`config.mk`:
```
export PLATFORM = sky130hd
export DESIGN_NAME = uart_loader
export DESIGN_NICKNAME = d
export VERILOG_FILES = /design/src/rtl/uart_loader.sv
export SDC_FILE = /design/constraint.sdc
export NUM_CORES = 1
export LEC_CHECK = 0
export ABC_AREA = 1
export CAP_MARGIN = 20
export CELL_PAD_IN_SITES_DETAIL_PLACEMENT = 1
export CELL_PAD_IN_SITES_GLOBAL_PLACEMENT = 2
export CORE_AREA = 2 2 160 225
export DETAILED_ROUTE_END_ITERATION = 7
export DIE_AREA = 0 0 162 227
export PLACE_DENSITY_LB_ADDON = 0.08
export REMOVE_ABC_BUFFERS = 1
export SLEW_MARGIN = 10
export SYNTH_ARGS = -nofsm -noshare
export SYNTH_HDL_FRONTEND = slang
export SYNTH_SLANG_ARGS = --single-unit
```
`constraint.sdc`:
```
create_clock -name clk -period 1.69 [get_ports clk]
set_input_delay 0.338 -clock clk [delete_from_list [all_inputs] [get_ports clk]]
set_output_delay 0.338 -clock clk [all_outputs]
set_load 0.02 [all_outputs]
```
`src/rtl/uart_loader.sv`:
```
// Byte-stream packet loader: parses HEADER/ADDR/LEN/payload frames from the UART receiver and
// issues little-endian 32-bit words on a valid/ready write port. Define UART_LOADER_CHECKSUM_EN
// to require a trailing 8-bit checksum byte.
module uart_loader #(
  parameter int unsigned TIMEOUT_CYCLES = 1_700_000,
  parameter logic [7:0]  HEADER         = 8'hA5
) (
  input  logic        clk,
  input  logic        rst_n,
  input  logic [7:0]  data_in,
  input  logic        data_rdy,
  output logic        wr_en,
  output logic [31:0] wr_addr,
  output logic [31:0] wr_data,
  input  logic        wr_ready,
  output logic        busy,
  output logic        done,
  output logic        err,
  output logic [1:0]  err_code
);

  localparam int unsigned TW = $clog2(TIMEOUT_CYCLES + 1);

  typedef enum logic [2:0] {
    StIdle,
    StAddr,
    StLen,
    StData,
`ifdef UART_LOADER_CHECKSUM_EN
    StCsum,
`endif
    StDrain
  } state_e;

  state_e        state_q, state_d;
  logic [1:0]    byte_cnt_q, byte_cnt_d;
  logic [31:0]   addr_q, addr_d;
  logic [23:0]   asm_q, asm_d;
  logic [15:0]   words_q, words_d;
  logic [TW-1:0] tmo_q, tmo_d;
  logic          wr_en_d, done_d, err_d;
  logic [31:0]   wr_addr_d, wr_data_d;
  logic [1:0]    err_code_d;
  logic          hs;

  assign hs   = wr_en && wr_ready;
  assign busy = (state_q != StIdle) || wr_en;

`ifdef UART_LOADER_CHECKSUM_EN
  logic [7:0] sum_q, sum_d;

  always_comb begin
    sum_d = sum_q;
    if (state_q == StIdle) begin
      sum_d = '0;
    end else if (data_rdy && (state_q inside {StAddr, StLen, StData})) begin
      sum_d = sum_q + data_in;
    end
  end

  always_ff @(posedge clk or negedge rst_n) begin
    if (!rst_n) sum_q <= '0;
    else        sum_q <= sum_d;
  end
`endif

  always_comb begin
    state_d    = state_q;
    byte_cnt_d = byte_cnt_q;
    addr_d     = addr_q;
    asm_d      = asm_q;
    words_d    = words_q;
    tmo_d      = '0;
    wr_en_d    = wr_en;
    wr_addr_d  = wr_addr;
    wr_data_d  = wr_data;
    done_d     = 1'b0;
    err_d      = err;
    err_code_d = err_code;

    if (hs) wr_en_d = 1'b0;
    if (state_q != StIdle && !data_rdy && !hs) tmo_d = tmo_q + TW'(1);

    unique case (state_q)
      StIdle: begin
        if (data_rdy && data_in == HEADER) begin
          err_d      = 1'b0;
          err_code_d = 2'd0;
          byte_cnt_d = '0;
          state_d    = StAddr;
        end
      end
      StAddr: begin
        if (data_rdy) begin
          addr_d     = {data_in, addr_q[31:8]};
          byte_cnt_d = byte_cnt_q + 2'd1;
          if (byte_cnt_q == 2'd3) state_d = StLen;
        end
      end
      StLen: begin
        if (data_rdy) begin
          words_d    = {data_in, words_q[15:8]};
          byte_cnt_d = byte_cnt_q + 2'd1;
          if (byte_cnt_q == 2'd1) begin
            byte_cnt_d = '0;
            if ({data_in, words_q[15:8]} == 16'd0) begin
`ifdef UART_LOADER_CHECKSUM_EN
              state_d = StCsum;
`else
              done_d  = 1'b1;
              state_d = StIdle;
`endif
            end else begin
              state_d = StData;
            end
          end
        end
      end
      StData: begin
        if (data_rdy) begin
          asm_d      = {data_in, asm_q[23:8]};
          byte_cnt_d = byte_cnt_q + 2'd1;
          if (byte_cnt_q == 2'd3) begin
            // The output slot is free if empty or being handshaken this very cycle.
            if (!wr_en || wr_ready) begin
              wr_en_d   = 1'b1;
              wr_addr_d = addr_q;
              wr_data_d = {data_in, asm_q};
              addr_d    = addr_q + 32'd4;
              words_d   = words_q - 16'd1;
              if (words_q == 16'd1) begin
`ifdef UART_LOADER_CHECKSUM_EN
                state_d = StCsum;
`else
                state_d = StDrain;
`endif
              end
            end else begin
              err_d      = 1'b1;
              err_code_d = 2'd2;
              state_d    = StIdle;
            end
          end
        end
      end
`ifdef UART_LOADER_CHECKSUM_EN
      StCsum: begin
        if (data_rdy) begin
          if (data_in == sum_q) begin
            if (!wr_en || hs) begin
              done_d  = 1'b1;
              state_d = StIdle;
            end else begin
              state_d = StDrain;
            end
          end else begin
            err_d      = 1'b1;
            err_code_d = 2'd3;
            state_d    = StIdle;
          end
        end
      end
`endif
      StDrain: begin
        if (!wr_en || hs) begin
          done_d  = 1'b1;
          state_d = StIdle;
        end
      end
      default: state_d = StIdle;
    endcase

    if (state_q != StIdle && !data_rdy && !hs && tmo_q == TW'(TIMEOUT_CYCLES - 1)) begin
      err_d      = 1'b1;
      err_code_d = 2'd1;
      wr_en_d    = 1'b0;
      tmo_d      = '0;
      state_d    = StIdle;
    end
  end

  always_ff @(posedge clk or negedge rst_n) begin
    if (!rst_n) begin
      state_q    <= StIdle;
      byte_cnt_q <= '0;
      addr_q     <= '0;
      asm_q      <= '0;
      words_q    <= '0;
      tmo_q      <= '0;
      wr_en      <= 1'b0;
      wr_addr    <= '0;
      wr_data    <= '0;
      done       <= 1'b0;
      err        <= 1'b0;
      err_code   <= 2'd0;
    end else begin
      state_q    <= state_d;
      byte_cnt_q <= byte_cnt_d;
      addr_q     <= addr_d;
      asm_q      <= asm_d;
      words_q    <= words_d;
      tmo_q      <= tmo_d;
      wr_en      <= wr_en_d;
      wr_addr    <= wr_addr_d;
      wr_data    <= wr_data_d;
      done       <= done_d;
      err        <= err_d;
      err_code   <= err_code_d;
    end
  end

endmodule

```
==> results.txt <==
- Run status: finished with violations
- The checks that failed: negative setup slack.
- TritonCTS clock tree: built
- Register bit count reported by yosys: 167
- Clock tree skew after final layout: 0.0109 ns
- Clock buffers created by TritonCTS: 17
- Post-synthesis cell type with the largest combined area: sky130_fd_sc_hd__dfrtp_1
- At the later pin of the worst-skew pair, clock insertion delay measures 0.45 ns.
- After routing the design area is 0.0132 mm².
- Yosys cell types: 44
- In the final timing run, aggregate negative setup slack is -0.607 ns.
- Of the post-synthesis cell area, the dominant cell type holds 48.5%.
* Number of placed instances with taps included: 1785
* Global-route wire length before repair: 48300 µm
* Final period utilization: 104%
* Syn Area/Cell: 7.69 µm²
* Worst IR Drop VDD: 0.000675 V
- Cell with the most instances after synthesis: sky130_fd_sc_hd__nand2_1
* Initial antenna violation count: 0
* Total number of vias: 8338
* Share of the yosys chip area belonging to registers: 48.5%
- Slew HR: 73.4%
* Fraction of layout instances using a drive strength above 1: 31.5%
- The synthesized design contains 0 enable-type register cells.
- Endpoints failing hold: 0
- The H-tree was split into 4 levels.
- STA puts the critical path data arrival time at 1.42 ns.
- After clock tree synthesis, the clock-pin slew on the worst setup and hold paths is 0.08 ns.
* Starting density of the core: 24.9%
- For this design the top-level I/O count stands at 82.
- The worst setup path is launched from a register.
* # rows: 81
* Die height: 227 µm
- Overflow left after global routing: 0
* Number of warning messages in the yosys log: 0
- Power density over the cells: 1600 mW/mm²
- DRC violation count after routing: 0
- For this run, the total global-route usage over all layers was measured as 17.1%.
* Number of clock sinks: 167
* Input/output buffers: 81
- Overall Power: 21.1 mW
- Full die area: 0.0368 mm²
- Die W: 162 µm
* Prevailing post-synth register cell: sky130_fd_sc_hd__dfrtp_1
* Unrepaired setup endpoints after global routing: yes
- Total core area: 0.0347 mm²
* Post-detailed-routing wire length: 32300 µm
- After layout, the minimum clock period comes to 1.75 ns.
* Layout Area Growth over Synthesis: 53.0%
- The HPWL after detailed placement is 23400 µm.
- Total Nets Final: 1407
- Syn Inst Count: 1120
- For the pin with the worst max-slew slack, the measured transition is 0.398 ns.
- Share of async-settable or async-resettable flops after synthesis: 100%
- Vias in the first global route: 8840
- The worst setup path is of the register to output pin kind.
- Final worst hold slack: 0.360 ns
- Maximum clock frequency: 570 MHz
- The first TritonRoute pass finished after 4 iterations.
* N_diodes: 0
- In this run the cell area measured after placement is 0.0112 mm².
* Final Slew Violations: 0
- In the post-route analysis, the smallest setup slack over all paths is -0.0640 ns.
- WP data required: 1.35 ns
* Post-synthesis instance area: 0.00861 mm²
- The congestion estimate from routability-driven global placement came to 0.828.
- Via density per instance: 4.49
* Maximum net fanout on the critical path: 3
* Biggest area contributors in the synthesized netlist: sky130_fd_sc_hd__dfrtp_1 (49%), sky130_fd_sc_hd__nand2_1 (13%), sky130_fd_sc_hd__o21ai_0 (7.0%), sky130_fd_sc_hd__nor2_1 (6.0%), sky130_fd_sc_hd__inv_1 (5.3%)
- Root buffer selected by CTS: sky130_fd_sc_hd__clkbuf_16
- Number of DRC markers in iteration 0: 249
* Lkg Pwr: 6.30 nW
- Counting along the longest clock path gives a buffer depth of 2.
- Setup violations remaining at the end of the flow were counted as 25.
- Once detail routing completed, the nets flagged for antenna violations numbered 0.
- Largest net degree at the start of global routing: 48
- Min-Delay Path Class: input pin to async pin
- Setup crit end kind: output pin
- The count of cells in the finished layout, fillers not included, comes to 1857.
- Dividing the detail-routed wire length by the instance count gives 17.4 µm.
- For the worst flop-to-flop path, the logic depth is 8.
* Most common library cells after synthesis: sky130_fd_sc_hd__nand2_1 (307), sky130_fd_sc_hd__dfrtp_1 (167), sky130_fd_sc_hd__nor2_1 (138), sky130_fd_sc_hd__inv_1 (121), sky130_fd_sc_hd__o21ai_0 (121)
* Number of max-cap violations: 0
[final timing paths]
kind	from	slack, ns	end
max	state_q[0]	-0.06	busy
min	rst_n	0.36	wr_data[3]
max reg2reg	state_q[2]	-0.06	wr_addr[26]
min reg2reg	wr_addr[25]	0.48	wr_addr[25]
max in group asynchronous	rst_n	0.74	state_q[0]
min in group clk	wr_addr[25]	0.48	wr_addr[25]
[worst max-delay path, stage by stage, from the launching register on]
cell and delay (ns):
sky130_fd_sc_hd__dfrtp_2 0.43, sky130_fd_sc_hd__inv_2 0.08, sky130_fd_sc_hd__buf_6 0.10, sky130_fd_sc_hd__nand3_4 0.09
sky130_fd_sc_hd__inv_2 0.08, sky130_fd_sc_hd__nand2_2 0.05, sky130_fd_sc_hd__buf_6 0.13
[repair_timing]
action / CTS / global route
pin swaps: 9 / 28
gates resized for setup: 105 / 295
endpoints found under the setup margin: 115 / 126
setup buffers: 2 / 23
hold buffers: 1 / 0
cloned: 0 / 15
endpoints found under the hold margin: 29 / 0
[cell type report]
| type | count | area, µm² |
|---|---|---|
| Timing Repair Buffer | 288 | 2850 |
| Clock inverter | 14 | 161 |
| Fill cell | 4147 | 21500 |
| Sequential cell | 167 | 4190 |
| Inverter | 127 | 489 |
| Multi-Input combinational cell | 787 | 4490 |
| Tap cell | 456 | 571 |
| Clock buffer | 18 | 429 |
[state kept, by name, indices dropped and copies added (netlist names), 2 cells and up]
signal      cells
addr_q         32
wr_addr        32
wr_data        32
asm_q          24
tmo_q          21
words_q        16
state_q         3
byte_cnt_q      2
err_code        2
[kinds of logic (layout without fill, tap and decap cells)]
logic type                 count (synthesis)  after routing  share of synthesized area (%)
adders and majority gates                  7              7                           1.02
xor gates and xnor gates                  15             15                           1.53
AOI/OAI and AO/OA                        205            205                           12.9
DFF                                      167            167                           48.5
buffers and inverters                    166            447                           8.21
and+or+nand+nor                          552            552                           26.8
muxes                                      8              8                           1.05
[metrics by stage]
stage	util [%]	setup WS (ns)
global placement	32.4	-0.325
finish	38.0	-0.0640
detailed placement	32.4	-0.330
floorplan	-	-2.46
global route	38.0	-0.152
CTS	34.2	-0.0712
[metal layers]
metal | GRT usage [%] | up-vias | part of all wire [%]
li1 | - | 4148 | -
met1 | 18.5 | 4091 | 39
met2 | 33.8 | 69 | 58
met3 | 2.50 | 30 | 1.5
met4 | 5.34 | 0 | 1.8
met5 | 0 | - | 0
[report_power, final]
group	switching [mW]	internal [mW]
sequential	1.25	5.48
clock	1.94	2.10
combinational	5.87	4.50
total	9.06	12.1
[placed cells by master, fill, tap and decap left out, types with 8 or more instances in the layout]
cell,Yosys,routed
sky130_fd_sc_hd__dlygate4sd2_1,0,69
sky130_fd_sc_hd__a21oi_1,39,30
sky130_fd_sc_hd__buf_4,3,152
sky130_fd_sc_hd__o21ai_1,13,50
sky130_fd_sc_hd__dfrtp_1,167,161
sky130_fd_sc_hd__clkdlybuf4s50_1,0,10
sky130_fd_sc_hd__nand3_1,59,46
sky130_fd_sc_hd__mux2_2,8,8
sky130_fd_sc_hd__nand4_1,10,10
sky130_fd_sc_hd__o21ai_0,121,52
sky130_fd_sc_hd__nor3_1,11,9
sky130_fd_sc_hd__nor2_2,3,19
sky130_fd_sc_hd__buf_6,6,17
sky130_fd_sc_hd__nand2_2,3,39
sky130_fd_sc_hd__nand3_2,3,8
sky130_fd_sc_hd__inv_2,5,12
sky130_fd_sc_hd__nand3_4,0,8
sky130_fd_sc_hd__inv_1,121,111
sky130_fd_sc_hd__o21ai_2,0,31
sky130_fd_sc_hd__nand2_4,1,22
sky130_fd_sc_hd__nor2_4,3,15
sky130_fd_sc_hd__nand2_1,307,249
sky130_fd_sc_hd__nor2_1,138,110
sky130_fd_sc_hd__a21oi_2,1,10
sky130_fd_sc_hd__buf_12,0,17
sky130_fd_sc_hd__buf_8,0,9
sky130_fd_sc_hd__xor2_1,14,14
sky130_fd_sc_hd__clkbuf_16,0,29
(Power assumes the default switching activity.)
